## src/rtl/synch_fifo_core_pkg.sv

```systemverilog
// ---------------------------------------------------------------------------
// synch_fifo_core_pkg
//
// Shared constants, types and helpers for the single-clock FIFO slice.
// Every other file in this block imports this package, so the storage
// geometry (8 entries x 16 bits) is defined in exactly one place.
//
// Contents:
//   FIFO_DATA_WIDTH   width of one stored word
//   FIFO_DEPTH        number of entries (power of two)
//   FIFO_ADDR_WIDTH   pointer width, log2(FIFO_DEPTH)
//   FIFO_COUNT_WIDTH  occupancy width, able to hold 0..FIFO_DEPTH
//   data_t/addr_t/count_t  convenience vector types
//   calc_count_nxt()  occupancy after one edge given the accepted ops
//   calc_room()       free entries for a given occupancy
// ---------------------------------------------------------------------------
package synch_fifo_core_pkg;

    localparam int FIFO_DATA_WIDTH  = 16;
    localparam int FIFO_DEPTH       = 8;
    localparam int FIFO_ADDR_WIDTH  = $clog2(FIFO_DEPTH);
    // One extra bit so that a completely full FIFO (count == DEPTH) is
    // distinguishable from an empty one.
    localparam int FIFO_COUNT_WIDTH = FIFO_ADDR_WIDTH + 1;

    typedef logic [FIFO_DATA_WIDTH-1:0]  data_t;
    typedef logic [FIFO_ADDR_WIDTH-1:0]  addr_t;
    typedef logic [FIFO_COUNT_WIDTH-1:0] count_t;

    localparam count_t FIFO_DEPTH_COUNT = count_t'(FIFO_DEPTH);

    // Occupancy after the coming edge. The accept terms are already gated
    // by the registered flags, so a write is never counted when full and a
    // read is never counted when empty; the result therefore stays inside
    // 0..DEPTH without any saturation logic. A simultaneous write and read
    // leaves the count where it is.
    function automatic count_t calc_count_nxt(input count_t count,
                                              input logic   wr_acc,
                                              input logic   rd_acc);
        count_t result;
        result = count;
        case ({wr_acc, rd_acc})
            2'b10:   result = count + count_t'(1);
            2'b01:   result = count - count_t'(1);
            default: result = count;
        endcase
        return result;
    endfunction

    // Free entries for a given occupancy. Kept next to calc_count_nxt so
    // that data_avail + room_avail == DEPTH holds by construction.
    function automatic count_t calc_room(input count_t count);
        return FIFO_DEPTH_COUNT - count;
    endfunction

endpackage : synch_fifo_core_pkg

```

## src/rtl/synch_fifo_core_if.sv

```systemverilog
// ---------------------------------------------------------------------------
// synch_fifo_core_if
//
// Producer/consumer side bus of the FIFO. Clock and reset are not carried
// here; they stay plain ports on the FIFO itself.
//
// Signals:
//   wr_en        write request (producer -> FIFO)
//   write_data   word to store on an accepted write (producer -> FIFO)
//   rd_en        read request (consumer -> FIFO)
//   read_data    registered read data, one cycle after an accepted read
//   full/empty   registered occupancy flags
//   full_nxt     value full will take after the next edge (combinational)
//   empty_nxt    value empty will take after the next edge (combinational)
//   room_avail   registered free-entry count
//   data_avail   registered occupancy
//   memory_wire  head entry mem[rd_ptr], debug view (combinational)
//
// Modports:
//   master  the environment (producer + consumer) driving the requests
//   slave   the FIFO answering them
// ---------------------------------------------------------------------------
interface synch_fifo_core_if
    import synch_fifo_core_pkg::*;
#(
    parameter int DATA_WIDTH  = FIFO_DATA_WIDTH,
    parameter int COUNT_WIDTH = FIFO_COUNT_WIDTH
) ();

    logic                   wr_en;
    logic [DATA_WIDTH-1:0]  write_data;
    logic                   rd_en;
    logic [DATA_WIDTH-1:0]  read_data;
    logic                   full;
    logic                   empty;
    logic                   full_nxt;
    logic                   empty_nxt;
    logic [COUNT_WIDTH-1:0] room_avail;
    logic [COUNT_WIDTH-1:0] data_avail;
    logic [DATA_WIDTH-1:0]  memory_wire;

    modport master (
        output wr_en,
        output write_data,
        output rd_en,
        input  read_data,
        input  full,
        input  empty,
        input  full_nxt,
        input  empty_nxt,
        input  room_avail,
        input  data_avail,
        input  memory_wire
    );

    modport slave (
        input  wr_en,
        input  write_data,
        input  rd_en,
        output read_data,
        output full,
        output empty,
        output full_nxt,
        output empty_nxt,
        output room_avail,
        output data_avail,
        output memory_wire
    );

endinterface : synch_fifo_core_if

```

## src/rtl/synch_fifo_core_fifo_mem_2p.sv

```systemverilog
// ---------------------------------------------------------------------------
// fifo_mem_2p
//
// Storage array for the FIFO: DEPTH x DATA_WIDTH registers with one
// synchronous write port and one asynchronous read port. It holds no
// pointers or flags; the controller decides when a write is allowed.
// The array is deliberately not reset, so after reset it still contains
// whatever was written before.
//
// Ports:
//   clk      rising-edge clock for the write port
//   wr_en    write strobe (already qualified by the controller)
//   wr_addr  write address
//   wr_data  write data
//   rd_addr  read address
//   rd_data  mem[rd_addr], combinational
// ---------------------------------------------------------------------------
module fifo_mem_2p
    import synch_fifo_core_pkg::*;
#(
    parameter int DATA_WIDTH = FIFO_DATA_WIDTH,
    parameter int DEPTH      = FIFO_DEPTH,
    parameter int ADDR_WIDTH = FIFO_ADDR_WIDTH
) (
    input  logic                  clk,
    input  logic                  wr_en,
    input  logic [ADDR_WIDTH-1:0] wr_addr,
    input  logic [DATA_WIDTH-1:0] wr_data,
    input  logic [ADDR_WIDTH-1:0] rd_addr,
    output logic [DATA_WIDTH-1:0] rd_data
);

    logic [DATA_WIDTH-1:0] mem [DEPTH];

    // Write port: one entry per edge, no reset so the array maps onto
    // plain registers or distributed RAM.
    always_ff @(posedge clk) begin
        if (wr_en) begin
            mem[wr_addr] <= wr_data;
        end
    end

    // Read port is asynchronous; the controller registers the value itself
    // when a read is accepted, and exposes it raw as the head-entry view.
    assign rd_data = mem[rd_addr];

endmodule : fifo_mem_2p

```

## src/rtl/synch_fifo_core.sv

```systemverilog
// ---------------------------------------------------------------------------
// synch_fifo_core
//
// Single-clock synchronous FIFO, 8 entries x 16 bits. Holds the read and
// write pointers, the occupancy count and all registered status outputs;
// the storage itself lives in fifo_mem_2p.
//
// Ports:
//   clk    rising-edge clock, all state changes here
//   reset  asynchronous active-high reset (released synchronously by the
//          environment); clears pointers, count, read_data and flags but
//          not the memory contents
//   bus    synch_fifo_core_if.slave
//            wr_en/write_data  write request, accepted only when full = 0
//            rd_en             read request, accepted only when empty = 0
//            read_data         registered, valid the cycle after the read
//            full/empty        registered occupancy flags
//            full_nxt/empty_nxt  flags after the next edge (combinational)
//            room_avail        DEPTH - occupancy (registered)
//            data_avail        occupancy (registered)
//            memory_wire       mem[rd_ptr], head entry debug view
// ---------------------------------------------------------------------------
module synch_fifo_core
    import synch_fifo_core_pkg::*;
#(
    parameter int DATA_WIDTH  = FIFO_DATA_WIDTH,
    parameter int DEPTH       = FIFO_DEPTH,
    parameter int ADDR_WIDTH  = FIFO_ADDR_WIDTH,
    parameter int COUNT_WIDTH = FIFO_COUNT_WIDTH
) (
    input  logic              clk,
    input  logic              reset,
    synch_fifo_core_if.slave  bus
);

    localparam logic [COUNT_WIDTH-1:0] DEPTH_COUNT = COUNT_WIDTH'(DEPTH);
    localparam logic [ADDR_WIDTH-1:0]  PTR_ONE     = ADDR_WIDTH'(1);

    logic [ADDR_WIDTH-1:0]  wr_ptr;
    logic [ADDR_WIDTH-1:0]  rd_ptr;
    logic [COUNT_WIDTH-1:0] count;
    logic [COUNT_WIDTH-1:0] count_nxt;

    logic                   wr_acc;
    logic                   rd_acc;

    logic                   full_q;
    logic                   empty_q;
    logic [COUNT_WIDTH-1:0] data_avail_q;
    logic [COUNT_WIDTH-1:0] room_avail_q;
    logic [DATA_WIDTH-1:0]  read_data_q;
    logic [DATA_WIDTH-1:0]  head_data;

    // Requests are qualified against the registered flags, never against
    // the predictions. That is what makes a write on a full FIFO a no-op
    // even while a read is draining an entry in the same cycle, and a read
    // on an empty FIFO a no-op even while a write is filling it.
    assign wr_acc = bus.wr_en & ~full_q;
    assign rd_acc = bus.rd_en & ~empty_q;

    // Next occupancy; shared by the registered flags and the predictions
    // so the two can never disagree.
    assign count_nxt = calc_count_nxt(count, wr_acc, rd_acc);

    fifo_mem_2p #(
        .DATA_WIDTH (DATA_WIDTH),
        .DEPTH      (DEPTH),
        .ADDR_WIDTH (ADDR_WIDTH)
    ) u_mem (
        .clk     (clk),
        .wr_en   (wr_acc),
        .wr_addr (wr_ptr),
        .wr_data (bus.write_data),
        .rd_addr (rd_ptr),
        .rd_data (head_data)
    );

    // Pointers advance only on accepted operations and wrap naturally at
    // the pointer width, which is why DEPTH has to be a power of two.
    always_ff @(posedge clk or posedge reset) begin
        if (reset) begin
            wr_ptr <= '0;
            rd_ptr <= '0;
        end else begin
            if (wr_acc) begin
                wr_ptr <= wr_ptr + PTR_ONE;
            end
            if (rd_acc) begin
                rd_ptr <= rd_ptr + PTR_ONE;
            end
        end
    end

    // Occupancy and the status outputs derived from it are all loaded from
    // count_nxt on the same edge, so they always describe the same state
    // and data_avail + room_avail stays equal to DEPTH.
    always_ff @(posedge clk or posedge reset) begin
        if (reset) begin
            count        <= '0;
            full_q       <= 1'b0;
            empty_q      <= 1'b1;
            data_avail_q <= '0;
            room_avail_q <= DEPTH_COUNT;
        end else begin
            count        <= count_nxt;
            full_q       <= (count_nxt == DEPTH_COUNT);
            empty_q      <= (count_nxt == '0);
            data_avail_q <= count_nxt;
            room_avail_q <= calc_room(count_nxt);
        end
    end

    // Read data register: captures the head entry on an accepted read and
    // otherwise holds, so a read attempted on an empty FIFO leaves the last
    // delivered word visible.
    always_ff @(posedge clk or posedge reset) begin
        if (reset) begin
            read_data_q <= '0;
        end else if (rd_acc) begin
            read_data_q <= head_data;
        end
    end

    assign bus.read_data   = read_data_q;
    assign bus.full        = full_q;
    assign bus.empty       = empty_q;
    assign bus.data_avail  = data_avail_q;
    assign bus.room_avail  = room_avail_q;
    assign bus.full_nxt    = (count_nxt == DEPTH_COUNT);
    assign bus.empty_nxt   = (count_nxt == '0);
    assign bus.memory_wire = head_data;

endmodule : synch_fifo_core

```

## src/flat_wrapper.sv

```systemverilog
// flat-port wrapper written by rule: the top's interface ports become plain ports
module synch_fifo_core_flat import synch_fifo_core_pkg::*;
#(
    parameter int DATA_WIDTH  = FIFO_DATA_WIDTH,
    parameter int DEPTH       = FIFO_DEPTH,
    parameter int ADDR_WIDTH  = FIFO_ADDR_WIDTH,
    parameter int COUNT_WIDTH = FIFO_COUNT_WIDTH
)
  (clk, reset, bus_wr_en, bus_write_data, bus_rd_en, bus_read_data, bus_full, bus_empty, bus_full_nxt, bus_empty_nxt, bus_room_avail, bus_data_avail, bus_memory_wire);
  synch_fifo_core_if #(.DATA_WIDTH(DATA_WIDTH), .COUNT_WIDTH(COUNT_WIDTH)) bus_i ();
  input  logic clk;
  input  logic reset;
  input wire logic [$bits(bus_i.wr_en)-1:0] bus_wr_en;
  input wire logic [$bits(bus_i.write_data)-1:0] bus_write_data;
  input wire logic [$bits(bus_i.rd_en)-1:0] bus_rd_en;
  output wire logic [$bits(bus_i.read_data)-1:0] bus_read_data;
  output wire logic [$bits(bus_i.full)-1:0] bus_full;
  output wire logic [$bits(bus_i.empty)-1:0] bus_empty;
  output wire logic [$bits(bus_i.full_nxt)-1:0] bus_full_nxt;
  output wire logic [$bits(bus_i.empty_nxt)-1:0] bus_empty_nxt;
  output wire logic [$bits(bus_i.room_avail)-1:0] bus_room_avail;
  output wire logic [$bits(bus_i.data_avail)-1:0] bus_data_avail;
  output wire logic [$bits(bus_i.memory_wire)-1:0] bus_memory_wire;
  assign bus_i.wr_en = bus_wr_en;
  assign bus_i.write_data = bus_write_data;
  assign bus_i.rd_en = bus_rd_en;
  assign bus_read_data = bus_i.read_data;
  assign bus_full = bus_i.full;
  assign bus_empty = bus_i.empty;
  assign bus_full_nxt = bus_i.full_nxt;
  assign bus_empty_nxt = bus_i.empty_nxt;
  assign bus_room_avail = bus_i.room_avail;
  assign bus_data_avail = bus_i.data_avail;
  assign bus_memory_wire = bus_i.memory_wire;
  synch_fifo_core #(.DATA_WIDTH(DATA_WIDTH), .DEPTH(DEPTH), .ADDR_WIDTH(ADDR_WIDTH), .COUNT_WIDTH(COUNT_WIDTH)) u_core (.clk(clk), .reset(reset), .bus(bus_i));
endmodule
```

## config.mk

```make
export PLATFORM = sky130hd
export DESIGN_NAME = synch_fifo_core_flat
export DESIGN_NICKNAME = d
export VERILOG_FILES = /design/src/rtl/synch_fifo_core_pkg.sv /design/src/rtl/synch_fifo_core_if.sv /design/src/rtl/synch_fifo_core_fifo_mem_2p.sv /design/src/rtl/synch_fifo_core.sv /design/src/flat_wrapper.sv
export SDC_FILE = /design/constraint.sdc
export NUM_CORES = 1
export LEC_CHECK = 0
export ABC_AREA = 1
export CORE_AREA = 4 4 103 144
export CTS_CLUSTER_DIAMETER = 60
export CTS_CLUSTER_SIZE = 40
export DETAILED_ROUTE_END_ITERATION = 8
export DIE_AREA = 0 0 107 148
export PLACE_DENSITY_LB_ADDON = 0.12
export SLEW_MARGIN = 20
export SYNTH_ARGS = -nofsm -noshare
export SYNTH_HDL_FRONTEND = slang
export SYNTH_SLANG_ARGS = --single-unit
```

## constraint.sdc

```tcl
create_clock -name clk -period 7.1 [get_ports clk]
set_clock_uncertainty 0.05 [all_clocks]
set_input_delay 1.775 -clock clk [delete_from_list [all_inputs] [get_ports clk]]
set_output_delay 1.775 -clock clk [all_outputs]
set_load 0.02 [all_outputs]
```

==> impl_metrics.toml <==
[clock_tree]
cts.sinks = 159
cts_setup_buffers = 0
cts_resized = 0
clk_latency_ns = 0.40
cts_max_path_buffers = 2
cts_buffers = 17
ctsHoldBuffers = 0
root_buffer = "clkbuf_16"
cts_tree = "yes"
clk_pin_slew_ns = 0.06
htreeDepth = 4

[placed_design]
place.gp.congestion = 0.851
dp_hpwl_um = 8050
post_dp_cell_area_sq_um = 7200
portBuffers = 63

[timing]
finalSetupTns_ns = 0
maxSlewHeadroom_pct = 41.7
rsz0062_at_grt = "false"
tightest_slew_ns = 0.874
max_freq_mhz = 154
period_needed_ns = 6.50
finalSetupViolCount = 0
hold_viol = 0
fin_crit_sh_pct = 91.6
slew_viol_final = 0

[worst_setup_path]
cp.required_ns = 5.28
cp.arrival_ns = 4.68
critPathCaptureType = "primary output"
startpoint_type = "primary input"
crit_type = "primary input to primary output"
cp_max_fo = 17

[die]
die-area_sq_um = 15800
io_pins = 64
fp.dieH_um = 148
coreArea_sq_um = 13400
die_w_um = 107
num_rows = 50
start_util_pct = 48.0

[route]
drc = 0
wl_per_cell_um = 17.6
drt_wl_total_um = 13700
via_per_inst = 5.40
vias = 4190
firstDrtPassIters = 4
drt_iter0_markers = 257
postRouteAntennaNets = 0

[grt]
antenna_found_initial = 0
grt_pass1_vias = 4189
grt.total_usage_pct = 18.0
grt_pass1_wl_um = 21700
grt_max_degree = 65
grt-ovfl-total = 0

[yosys]
synth_seq_area_share_pct = 71.9
syn_nets = 547
synth_cells = 522
syn_avg_cell_area_sq_um = 12.3
post_synth_instance_area_sq_um = 6430
ys.flop_type = "edfxtp_1"
synth_edf_count = 128
yosys_register_bits = 159
yosysWarnings = 0
yosysUniqueCellTypes = 28
synthArstFlopShare_pct = 19.5

[final_layout]
drive_gt1_share_pct = 9.43
syn2layout_area_growth_pct = 21.2
num-fill-cells = 1121
antenna_cells = 0
design_area_sq_um = 7790
final_core_util_pct = 58.2
fin_nets = 606

[outcome]
status = "finished clean"

[worst_hold_path]
min_path_type = "flip-flop to flip-flop"

[run]
max_cap_violations = 0

[power_and_ir_drop]
vdd_ir_drop_max_mv = 0.237
power.density_nw_per_um2 = 481
p_leak_nw = 2.82
==> cells in the mapped netlist, drive strengths merged, types with 2 or more instances <==
master	number	share of area [%]
edfxtp	128	60
nor2	125	7.4
nand2	79	4.7
o21ai	35	2.7
o32ai	32	4.4
dfrtp	29	11
inv	20	1.2
buf	19	2.2
a31oi	16	1.6
clkbuf	10	0.58
nand3	10	0.93
ha	5	0.97
xor2	5	0.68
a21oi	2	0.16
dfstp	2	0.82
==> final cells by class <==
class / instances / area [sq um] / area share, %
Multi-Input combinational cell: 313 / 1590 / 20.5
Inverter: 21 / 83.8 / 1.08
Sequential cell: 159 / 4620 / 59.4
Clock buffer: 21 / 440 / 5.66
Tap cell: 182 / 228 / 2.92
Clock inverter: 11 / 143 / 1.83
Timing Repair Buffer: 69 / 676 / 8.68
==> worst max-delay path, stage by stage <==
cell and delay, ns:
clkdlybuf4s50_1 0.45, inv_1 0.06, nor2_4 0.38, nand2_1 0.19, nand2_1 0.12, nand2_1 0.07, inv_1 0.06, ha_1 0.21
inv_1 0.05, o21ai_0 0.13, inv_1 0.09, ha_1 0.18, nand2_1 0.09, a21oi_1 0.18, clkdlybuf4s50_1 0.64
==> cell families (layout without fill, tap and decap cells) <==
group                    after synthesis  after routing  share of synthesized area, %
AO/OA/AOI/OAI                         85             85                          8.80
AND/OR/NAND/NOR                      216            216                          13.3
XOR/XNOR                               6              6                         0.818
adder cells (fa/ha/maj)                5              5                         0.974
multiplexers                           1              1                         0.175
flip-flops                           159            159                          71.9
buffers and inverters                 50            122                          4.05
==> path summary, 6_finish.rpt <==
check / start / endpoint / slack, ns / cells after the start
setup / recovery: bus_rd_en / bus_full_nxt / 0.60 / 15
hold / removal: u_core.wr_ptr[0] / u_core.wr_ptr[0] / 0.49 / 2
setup reg to reg: u_core.rd_ptr[2] / u_core.bus.read_data[12] / 4.68 / 3
hold reg to reg: u_core.wr_ptr[0] / u_core.wr_ptr[0] / 0.49 / 2
max in group asynchronous: reset / u_core.bus.room_avail[3] / 4.92 / 3
min in group asynchronous: reset / u_core.bus.read_data[15] / 1.73 / 3
==> layer usage <==
layer	share of wire, %	up-vias	global-route usage, %	wire (um)
met1	41	2086	21.7	5670
met5	0	-	0	0
met4	1.9	0	7.36	258
met3	4.0	20	4.15	551
met2	53	106	31.0	7200
li1	-	1978	-	-
==> placed cells by master (no fill, tap or decap), drive strengths merged <==
| master | instances |
|---|---|
| dfstp | 2 |
| nor2 | 125 |
| clkinv | 7 |
| o32ai | 32 |
| buf | 6 |
| nand2 | 79 |
| clkinvlp | 2 |
| nand3 | 10 |
| a21oi | 2 |
| a31oi | 16 |
| o21ai | 35 |
| edfxtp | 128 |
| mux2 | 1 |
| xor2 | 5 |
| bufinv | 3 |
| ha | 5 |
| clkbuf | 21 |
| xnor2 | 1 |
| nand3b | 1 |
| clkdlybuf4s50 | 63 |
| or2 | 1 |
| inv | 20 |
| dfrtp | 29 |
==> where the power goes <==
| group | total, W | switching, W | internal (W) |
|---|---|---|---|
| logic | 0.00148 | 0.000907 | 0.000577 |
| clock network | 0.000888 | 0.000336 | 0.000552 |
| registers | 0.00138 | 0.000150 | 0.00123 |
| total | 0.00375 | 0.00139 | 0.00236 |
==> through the flow <==
step                total power, W  cells  setup slack (ns)  hold slack (ns)
floorplan                  0.00232    522              1.68            0.443
global placement           0.00285    744             0.674            0.472
detailed placement         0.00289    744             0.578            0.473
CTS                        0.00379    776             0.580            0.488
global route               0.00398    776             0.325            0.516
finish                     0.00375    776             0.599            0.487
==> state kept, by name, summed over array words and instances (netlist names) <==
| register | count |
|---|---|
| u_core.bus.empty | 1 |
| u_core.bus.full | 1 |
| u_core.u_mem.mem | 128 |
| u_core.count | 4 |
| u_core.bus.read_data | 16 |
| u_core.wr_ptr | 3 |
| u_core.rd_ptr | 3 |
| u_core.bus.room_avail | 3 |
(Power assumes the default switching activity.)
